File: src/rtl/phaethon_lsu_if.sv
// Command/response and RAM req/ack bundles for the Phaethon load/store unit.
// The core is master on the command bundle; the LSU is master on the RAM bundle.
interface phaethon_lsu_cmd_if #(
  parameter int DATA_W  = 32,
  parameter int ADDR_W  = 32,
  parameter int MAX_LEN = 4,
  parameter int LEN_W   = $clog2(MAX_LEN + 1)
);
  logic                      cmdValid;
  logic                      cmdReady;
  logic [1:0]                cmdOp;
  logic [ADDR_W-1:0]         cmdAddr;
  logic [LEN_W-1:0]          cmdLen;
  logic [MAX_LEN*DATA_W-1:0] cmdData;
  logic                      rspValid;
  logic                      rspErr;
  logic [MAX_LEN*DATA_W-1:0] rspData;

  modport master (
    output cmdValid, cmdOp, cmdAddr, cmdLen, cmdData,
    input  cmdReady, rspValid, rspErr, rspData
  );

  modport slave (
    input  cmdValid, cmdOp, cmdAddr, cmdLen, cmdData,
    output cmdReady, rspValid, rspErr, rspData
  );
endinterface

interface phaethon_lsu_ram_if #(
  parameter int DATA_W = 32,
  parameter int ADDR_W = 32
);
  logic [ADDR_W-1:0] ramAddress;
  logic [DATA_W-1:0] ramOut;
  logic              readReq;
  logic              writeReq;
  logic [DATA_W-1:0] ramIn;
  logic              readAck;
  logic              writeAck;

  modport master (
    output ramAddress, ramOut, readReq, writeReq,
    input  ramIn, readAck, writeAck
  );

  modport slave (
    input  ramAddress, ramOut, readReq, writeReq,
    output ramIn, readAck, writeAck
  );
endinterface

File: src/rtl/phaethon_lsu.sv
// Phaethon load/store unit: one LOAD/STORE/PUSH/POP of 1..MAX_LEN words over the RAM req/ack bus.
// Define LSU_TIMEOUT_EN to add the per-word WAIT timeout abort.
module phaethon_lsu #(
  parameter int DATA_W  = 32,
  parameter int ADDR_W  = 32,
  parameter int MAX_LEN = 4,
  parameter int TIMEOUT = 255
) (
  input  logic               clk,
  input  logic               reset,
  phaethon_lsu_cmd_if.slave  cmd,
  phaethon_lsu_ram_if.master ram,
  input  logic               spWe,
  input  logic [ADDR_W-1:0]  spIn,
  output logic [ADDR_W-1:0]  spOut
);

  localparam int LEN_W = $clog2(MAX_LEN + 1);
  localparam int B     = DATA_W / 8;

  localparam logic [1:0] OP_LOAD  = 2'b00;
  localparam logic [1:0] OP_STORE = 2'b01;
  localparam logic [1:0] OP_PUSH  = 2'b10;
  localparam logic [1:0] OP_POP   = 2'b11;

  if (TIMEOUT < 1 || (DATA_W % 8) != 0) begin : gParamCheck
    $error("phaethon_lsu: TIMEOUT must be >= 1 and DATA_W a multiple of 8");
  end

  typedef enum logic [1:0] {S_IDLE, S_REQ, S_WAIT, S_RESP} stateT;

  stateT                     stateReg;
  stateT                     stateNext;
  logic [1:0]                opReg;
  logic [LEN_W-1:0]          lenReg;
  logic [LEN_W-1:0]          idxReg;
  logic [ADDR_W-1:0]         baseReg;
  logic [ADDR_W-1:0]         spReg;
  logic [MAX_LEN*DATA_W-1:0] dataReg;
  logic [MAX_LEN*DATA_W-1:0] rspDataReg;
  logic                      rspErrReg;

  logic              isRead;
  logic              lenBad;
  logic              ackHit;
  logic              lastWord;
  logic              timeoutHit;
  logic [ADDR_W-1:0] wordAddr;
  logic [ADDR_W-1:0] spDelta;

  assign isRead   = (opReg == OP_LOAD) || (opReg == OP_POP);
  assign lenBad   = (cmd.cmdLen == '0) || (cmd.cmdLen > LEN_W'(MAX_LEN));
  assign ackHit   = isRead ? ram.readAck : ram.writeAck;
  assign lastWord = (idxReg == lenReg - LEN_W'(1));
  assign spDelta  = ADDR_W'(lenReg) * ADDR_W'(B);

`ifdef LSU_TIMEOUT_EN
  localparam int TO_W = $clog2(TIMEOUT + 1);
  logic [TO_W-1:0] waitCntReg;

  // Counts completed WAIT cycles of the current word; restarts on every WAIT entry.
  always_ff @(posedge clk or posedge reset) begin
    if (reset) begin
      waitCntReg <= '0;
    end else if (stateReg != S_WAIT) begin
      waitCntReg <= '0;
    end else begin
      waitCntReg <= waitCntReg + TO_W'(1);
    end
  end

  assign timeoutHit = (stateReg == S_WAIT) && (waitCntReg == TO_W'(TIMEOUT - 1));
`else
  assign timeoutHit = 1'b0;
`endif

  // POP walks upward from the lowest word so lane 0 holds the oldest pushed entry.
  always_comb begin
    wordAddr = baseReg + ADDR_W'(idxReg) * ADDR_W'(B);
    case (opReg)
      OP_PUSH: wordAddr = spReg + ADDR_W'(idxReg) * ADDR_W'(B);
      OP_POP:  wordAddr = spReg - ADDR_W'(lenReg - idxReg) * ADDR_W'(B);
      default: wordAddr = baseReg + ADDR_W'(idxReg) * ADDR_W'(B);
    endcase
  end

  always_ff @(posedge clk or posedge reset) begin
    if (reset) begin
      stateReg <= S_IDLE;
    end else begin
      stateReg <= stateNext;
    end
  end

  always_comb begin
    stateNext = stateReg;
    case (stateReg)
      S_IDLE: begin
        if (cmd.cmdValid && !spWe) begin
          stateNext = lenBad ? S_RESP : S_REQ;
        end
      end
      S_REQ:  stateNext = S_WAIT;
      S_WAIT: begin
        if (ackHit) begin
          stateNext = lastWord ? S_RESP : S_REQ;
        end else if (timeoutHit) begin
          stateNext = S_RESP;
        end
      end
      S_RESP: stateNext = S_IDLE;
      default: stateNext = S_IDLE;
    endcase
  end

  always_comb begin
    ram.ramAddress = '0;
    ram.ramOut     = '0;
    ram.readReq    = 1'b0;
    ram.writeReq   = 1'b0;
    if (stateReg == S_REQ) begin
      ram.ramAddress = wordAddr;
      if (isRead) begin
        ram.readReq = 1'b1;
      end else begin
        ram.writeReq = 1'b1;
        ram.ramOut   = dataReg[idxReg*DATA_W +: DATA_W];
      end
    end
  end

  assign cmd.cmdReady = (stateReg == S_IDLE) && !spWe && !reset;
  assign cmd.rspValid = (stateReg == S_RESP);
  assign cmd.rspErr   = rspErrReg;
  assign cmd.rspData  = rspDataReg;
  assign spOut        = spReg;

  always_ff @(posedge clk or posedge reset) begin
    if (reset) begin
      opReg      <= OP_LOAD;
      lenReg     <= '0;
      idxReg     <= '0;
      baseReg    <= '0;
      spReg      <= '0;
      dataReg    <= '0;
      rspDataReg <= '0;
      rspErrReg  <= 1'b0;
    end else begin
      case (stateReg)
        S_IDLE: begin
          if (spWe) begin
            spReg <= spIn;
          end else if (cmd.cmdValid) begin
            opReg      <= cmd.cmdOp;
            lenReg     <= cmd.cmdLen;
            baseReg    <= cmd.cmdAddr;
            dataReg    <= cmd.cmdData;
            rspDataReg <= '0;
            idxReg     <= '0;
            rspErrReg  <= lenBad;
          end
        end
        S_WAIT: begin
          if (ackHit) begin
            if (isRead) begin
              rspDataReg[idxReg*DATA_W +: DATA_W] <= ram.ramIn;
            end
            if (!lastWord) begin
              idxReg <= idxReg + LEN_W'(1);
            end
          end else if (timeoutHit) begin
            rspErrReg <= 1'b1;
          end
        end
        S_RESP: begin
          if (!rspErrReg) begin
            if (opReg == OP_PUSH) begin
              spReg <= spReg + spDelta;
            end else if (opReg == OP_POP) begin
              spReg <= spReg - spDelta;
            end
          end
        end
        default: begin
        end
      endcase
    end
  end

endmodule
File: src/flat_wrapper.sv
// flat-port wrapper written by rule: the top's interface ports become plain ports
module phaethon_lsu_flat 
#(
  parameter int DATA_W  = 32,
  parameter int ADDR_W  = 32,
  parameter int MAX_LEN = 4,
  parameter int TIMEOUT = 255
)
  (clk, reset, spWe, spIn, spOut, cmd_cmdValid, cmd_cmdOp, cmd_cmdAddr, cmd_cmdLen, cmd_cmdData, cmd_cmdReady, cmd_rspValid, cmd_rspErr, cmd_rspData, ram_ramAddress, ram_ramOut, ram_readReq, ram_writeReq, ram_ramIn, ram_readAck, ram_writeAck);
  phaethon_lsu_cmd_if #(.DATA_W(DATA_W), .ADDR_W(ADDR_W), .MAX_LEN(MAX_LEN)) cmd_i ();
  phaethon_lsu_ram_if #(.DATA_W(DATA_W), .ADDR_W(ADDR_W)) ram_i ();
  input  logic clk;
  input  logic reset;
  input  logic spWe;
  input  logic [ADDR_W-1:0] spIn;
  output logic [ADDR_W-1:0] spOut;
  input wire logic [$bits(cmd_i.cmdValid)-1:0] cmd_cmdValid;
  input wire logic [$bits(cmd_i.cmdOp)-1:0] cmd_cmdOp;
  input wire logic [$bits(cmd_i.cmdAddr)-1:0] cmd_cmdAddr;
  input wire logic [$bits(cmd_i.cmdLen)-1:0] cmd_cmdLen;
  input wire logic [$bits(cmd_i.cmdData)-1:0] cmd_cmdData;
  output wire logic [$bits(cmd_i.cmdReady)-1:0] cmd_cmdReady;
  output wire logic [$bits(cmd_i.rspValid)-1:0] cmd_rspValid;
  output wire logic [$bits(cmd_i.rspErr)-1:0] cmd_rspErr;
  output wire logic [$bits(cmd_i.rspData)-1:0] cmd_rspData;
  output wire logic [$bits(ram_i.ramAddress)-1:0] ram_ramAddress;
  output wire logic [$bits(ram_i.ramOut)-1:0] ram_ramOut;
  output wire logic [$bits(ram_i.readReq)-1:0] ram_readReq;
  output wire logic [$bits(ram_i.writeReq)-1:0] ram_writeReq;
  input wire logic [$bits(ram_i.ramIn)-1:0] ram_ramIn;
  input wire logic [$bits(ram_i.readAck)-1:0] ram_readAck;
  input wire logic [$bits(ram_i.writeAck)-1:0] ram_writeAck;
  assign cmd_i.cmdValid = cmd_cmdValid;
  assign cmd_i.cmdOp = cmd_cmdOp;
  assign cmd_i.cmdAddr = cmd_cmdAddr;
  assign cmd_i.cmdLen = cmd_cmdLen;
  assign cmd_i.cmdData = cmd_cmdData;
  assign cmd_cmdReady = cmd_i.cmdReady;
  assign cmd_rspValid = cmd_i.rspValid;
  assign cmd_rspErr = cmd_i.rspErr;
  assign cmd_rspData = cmd_i.rspData;
  assign ram_ramAddress = ram_i.ramAddress;
  assign ram_ramOut = ram_i.ramOut;
  assign ram_readReq = ram_i.readReq;
  assign ram_writeReq = ram_i.writeReq;
  assign ram_i.ramIn = ram_ramIn;
  assign ram_i.readAck = ram_readAck;
  assign ram_i.writeAck = ram_writeAck;
  phaethon_lsu #(.DATA_W(DATA_W), .ADDR_W(ADDR_W), .MAX_LEN(MAX_LEN), .TIMEOUT(TIMEOUT)) u_core (.clk(clk), .reset(reset), .cmd(cmd_i), .ram(ram_i), .spWe(spWe), .spIn(spIn), .spOut(spOut));
endmodule
File: config.mk
export PLATFORM = sky130hd
export DESIGN_NAME = phaethon_lsu_flat
export DESIGN_NICKNAME = d
export VERILOG_FILES = /design/src/rtl/phaethon_lsu_if.sv /design/src/rtl/phaethon_lsu.sv /design/src/flat_wrapper.sv
export SDC_FILE = /design/constraint.sdc
export NUM_CORES = 1
export LEC_CHECK = 0
export BUFFER_PORTS_ARGS = -buffer_cell sky130_fd_sc_hd__buf_2
export CAP_MARGIN = 0
export CELL_PAD_IN_SITES_DETAIL_PLACEMENT = 0
export CELL_PAD_IN_SITES_GLOBAL_PLACEMENT = 1
export CORE_MARGIN = 2
export CORE_UTILIZATION = 25
export CTS_CLUSTER_SIZE = 20
export DETAILED_ROUTE_END_ITERATION = 8
export PLACE_DENSITY_LB_ADDON = 0.3
export SYNTH_ARGS = -nofsm -noshare
export SYNTH_HDL_FRONTEND = slang
export SYNTH_SLANG_ARGS = --single-unit
export TNS_END_PERCENT = 5
File: constraint.sdc
create_clock -name clk -period 14.5 [get_ports clk]
set_clock_uncertainty 0.1 [all_clocks]
set_input_delay 1.45 -clock clk [delete_from_list [all_inputs] [get_ports clk]]
set_output_delay 1.45 -clock clk [all_outputs]
set_load 0.02 [all_outputs]
==> flow_summary.ini <==
[finish]
fin_cells = 3032
mostFrequentLayoutCells = 463 x buf_2, 329 x dfrtp_1, 163 x mux2_2, 128 x a22o_1, 112 x nand2_1
layout-drive-gt1-share = 0.375
n_fill_cell = 7217
nets = 2356
final_common_cell = buf_2
syn_to_final_growth_pct = 27.8

[place]
gp_congestion = 0.885
io_buffers = 463
hpwl_mm = 48.7
placed_cells = 2941

[timing]
hold_violations = 0
setup_viol = 0
timing.fmax_ghz = 0.148
rsz0062_at_grt = no
fin_crit_sh = 0.466
period_minus_slack_ns = 6.76
final_max_slew_viol_count = 0
worst_pin_slew_ns = 0.970
max-slew-margin-rel = 0.353
holdWs_ns = 0.393
setup_tns_ns = 0

[clock_network]
cts_resized = 0
cts_hold_buf = 0
post_cts_buffers = 0
cts_max_level = 2
cts_tree = yes
numCtsBuffers = 43
clockBufferDepth = 3
cts.clk_slew.worst_paths_ns = 0.06
clock_latency_ns = 0.56
cts_root_buf = clkbuf_16
clock-sinks = 331

[critical_path]
critPathKind = reg -> out
critPathLaunch = u_core.idxReg[1]
arrival_ns = 5.21
r2r-start = u_core.lenReg[0]
startpoint_type = flop
required_ns = 12.95
cp_max_fo = 40
worst_setup_path_end_kind = output pin

[hold_path]
hp-class = reg -> reg
min_from = u_core.cmd.rspData[60]

[power_and_ir_drop]
power_mw = 6.57
cellLeakagePower_nw = 10.8
powerDensity_mw_per_mm2 = 289
vdd_drop_max_v = 0.000104

[global_route]
grt_antenna_before_repair = 33
grt_pass1_vias = 15600
grt_overflow = 0
grt_use_total = 0.179
grt_pass1_wl_mm = 100
grt_max_degree = 153

[synth]
synth-edff-count = 0
syn-cell-area_mm2 = 0.0178
synth_nets = 1920
avgSynthCellArea_um2 = 11.0
async_flop_share = 1.00
ys.flop_type = dfrtp_1
yosys_warnings = 0
syn_inst = 1610
ys_ff_latch = 331
synth-seq-area-share = 0.466
ys_types = 65

[routing]
ant_nets = 0
detail_route.vias_per_cell = 4.94
wl_mm = 66.8
wl_per_cell_um = 22.0
drtPass1Iterations = 5
via_count = 15000
drc_errors = 0
initialDrtViolationCount = 789

[floorplan]
die_area_mm2 = 0.0733
core_area_mm2 = 0.0703
std_cell_rows = 97
die_w_um = 271
die_y_um = 271
pin_count = 464
initial_core_util = 0.253

[status]
status = finished, final reports clean

[run]
maxCapViolCount = 0
-- power breakdown --
part	internal (mW)	switching [mW]	total [mW]
combinational	1.56	2.28	3.84
clock	0.710	0.445	1.16
sequential	1.28	0.294	1.58
-- cell usage after synthesis, types with 28 or more instances --
library cell  number  share of area
dfrtp_1          331           0.47
mux2_2           163           0.10
a22o_1           128          0.063
nand2_1          112          0.024
a21oi_1          110          0.031
clkbuf_1          91          0.019
nor2_1            83          0.018
ha_1              71          0.050
o21ai_0           67          0.019
and3_1            48          0.017
xnor2_1           47          0.023
inv_1             32         0.0068
mux4_2            32          0.041
xor2_1            29          0.014
a21o_1            28          0.012
-- final cells by class --
class	count	area, um2	area share
Tap cell	940	1180	0.0517
Clock buffer	64	1250	0.0552
Multi-Input combinational cell	1148	9040	0.398
Timing Repair Buffer	490	2530	0.111
Inverter	32	128	0.00561
Clock inverter	15	284	0.0125
Sequential cell	331	8290	0.364
Antenna cell	12	30.0	0.00132
-- per-stage QoR --
stage          utilization  worst slack [ns]  instance area, um2
5_1_grt              0.323              7.26               22700
2_1_floorplan            -              3.78               17800
4_1_cts              0.323              7.62               22700
6_report             0.324              7.74               22700
3_3_place_gp         0.301              8.27               21200
3_5_place_dp         0.301              8.26               21200
-- final timing paths --
path | endpoint | slack (ns) | cells after the start
worst max register to register | u_core.spOut[28] | 10.60 | 13
worst max-delay path | ram_ramAddress[25] | 7.74 | 17
worst min-delay path | u_core.cmd.rspData[60] | 0.39 | 1
max in group asynchronous | u_core.cmd.rspData[115] | 11.02 | 4
min in group asynchronous | u_core.idxReg[0] | 1.00 | 2
worst min register to register | u_core.cmd.rspData[60] | 0.39 | 1
-- layer usage --
layer / share of wire / global-route usage
met1: 0.41 / 0.221
met2: 0.48 / 0.301
met3: 0.084 / 0.0616
met4: 0.018 / 0.0368
met5: 0.0031 / 0
-- worst max-delay path: stages, from the launching register on --
cell and delay [ns]:
dfrtp_2 0.34, buf_4 0.51, inv_1 0.22, ha_1 0.35
nor2b_1 0.13, o21ai_0 0.21, a31oi_1 0.11, buf_4 0.22
ha_1 0.34, o21ai_0 0.09, a21oi_1 0.24, o211ai_1 0.17
a21oi_1 0.51, o21ai_0 0.18, nor3b_1 0.17, xor2_1 0.15
a211oi_1 0.44, buf_2 0.25
-- cell families after synthesis --
family                   Yosys count  synth area share
XOR/XNOR                          76            0.0374
adder cells (fa/ha/maj)           75            0.0544
AND/OR/NAND/NOR                  355            0.0961
multiplexers                     196             0.144
flip-flops                       331             0.466
AO/OA/AOI/OAI                    446             0.174
buffers and inverters            131            0.0282
-- registers in the layout, indices dropped and copies added, names as in the netlist --
signal / count
u_core.cmd.rspErr: 1
u_core.spOut: 32
u_core.cmd.rspData: 128
u_core.stateReg: 2
u_core.baseReg: 32
u_core.lenReg: 3
u_core.idxReg: 3
u_core.opReg: 2
u_core.dataReg: 128
No activity file was read; power rests on OpenSTA's default activity.
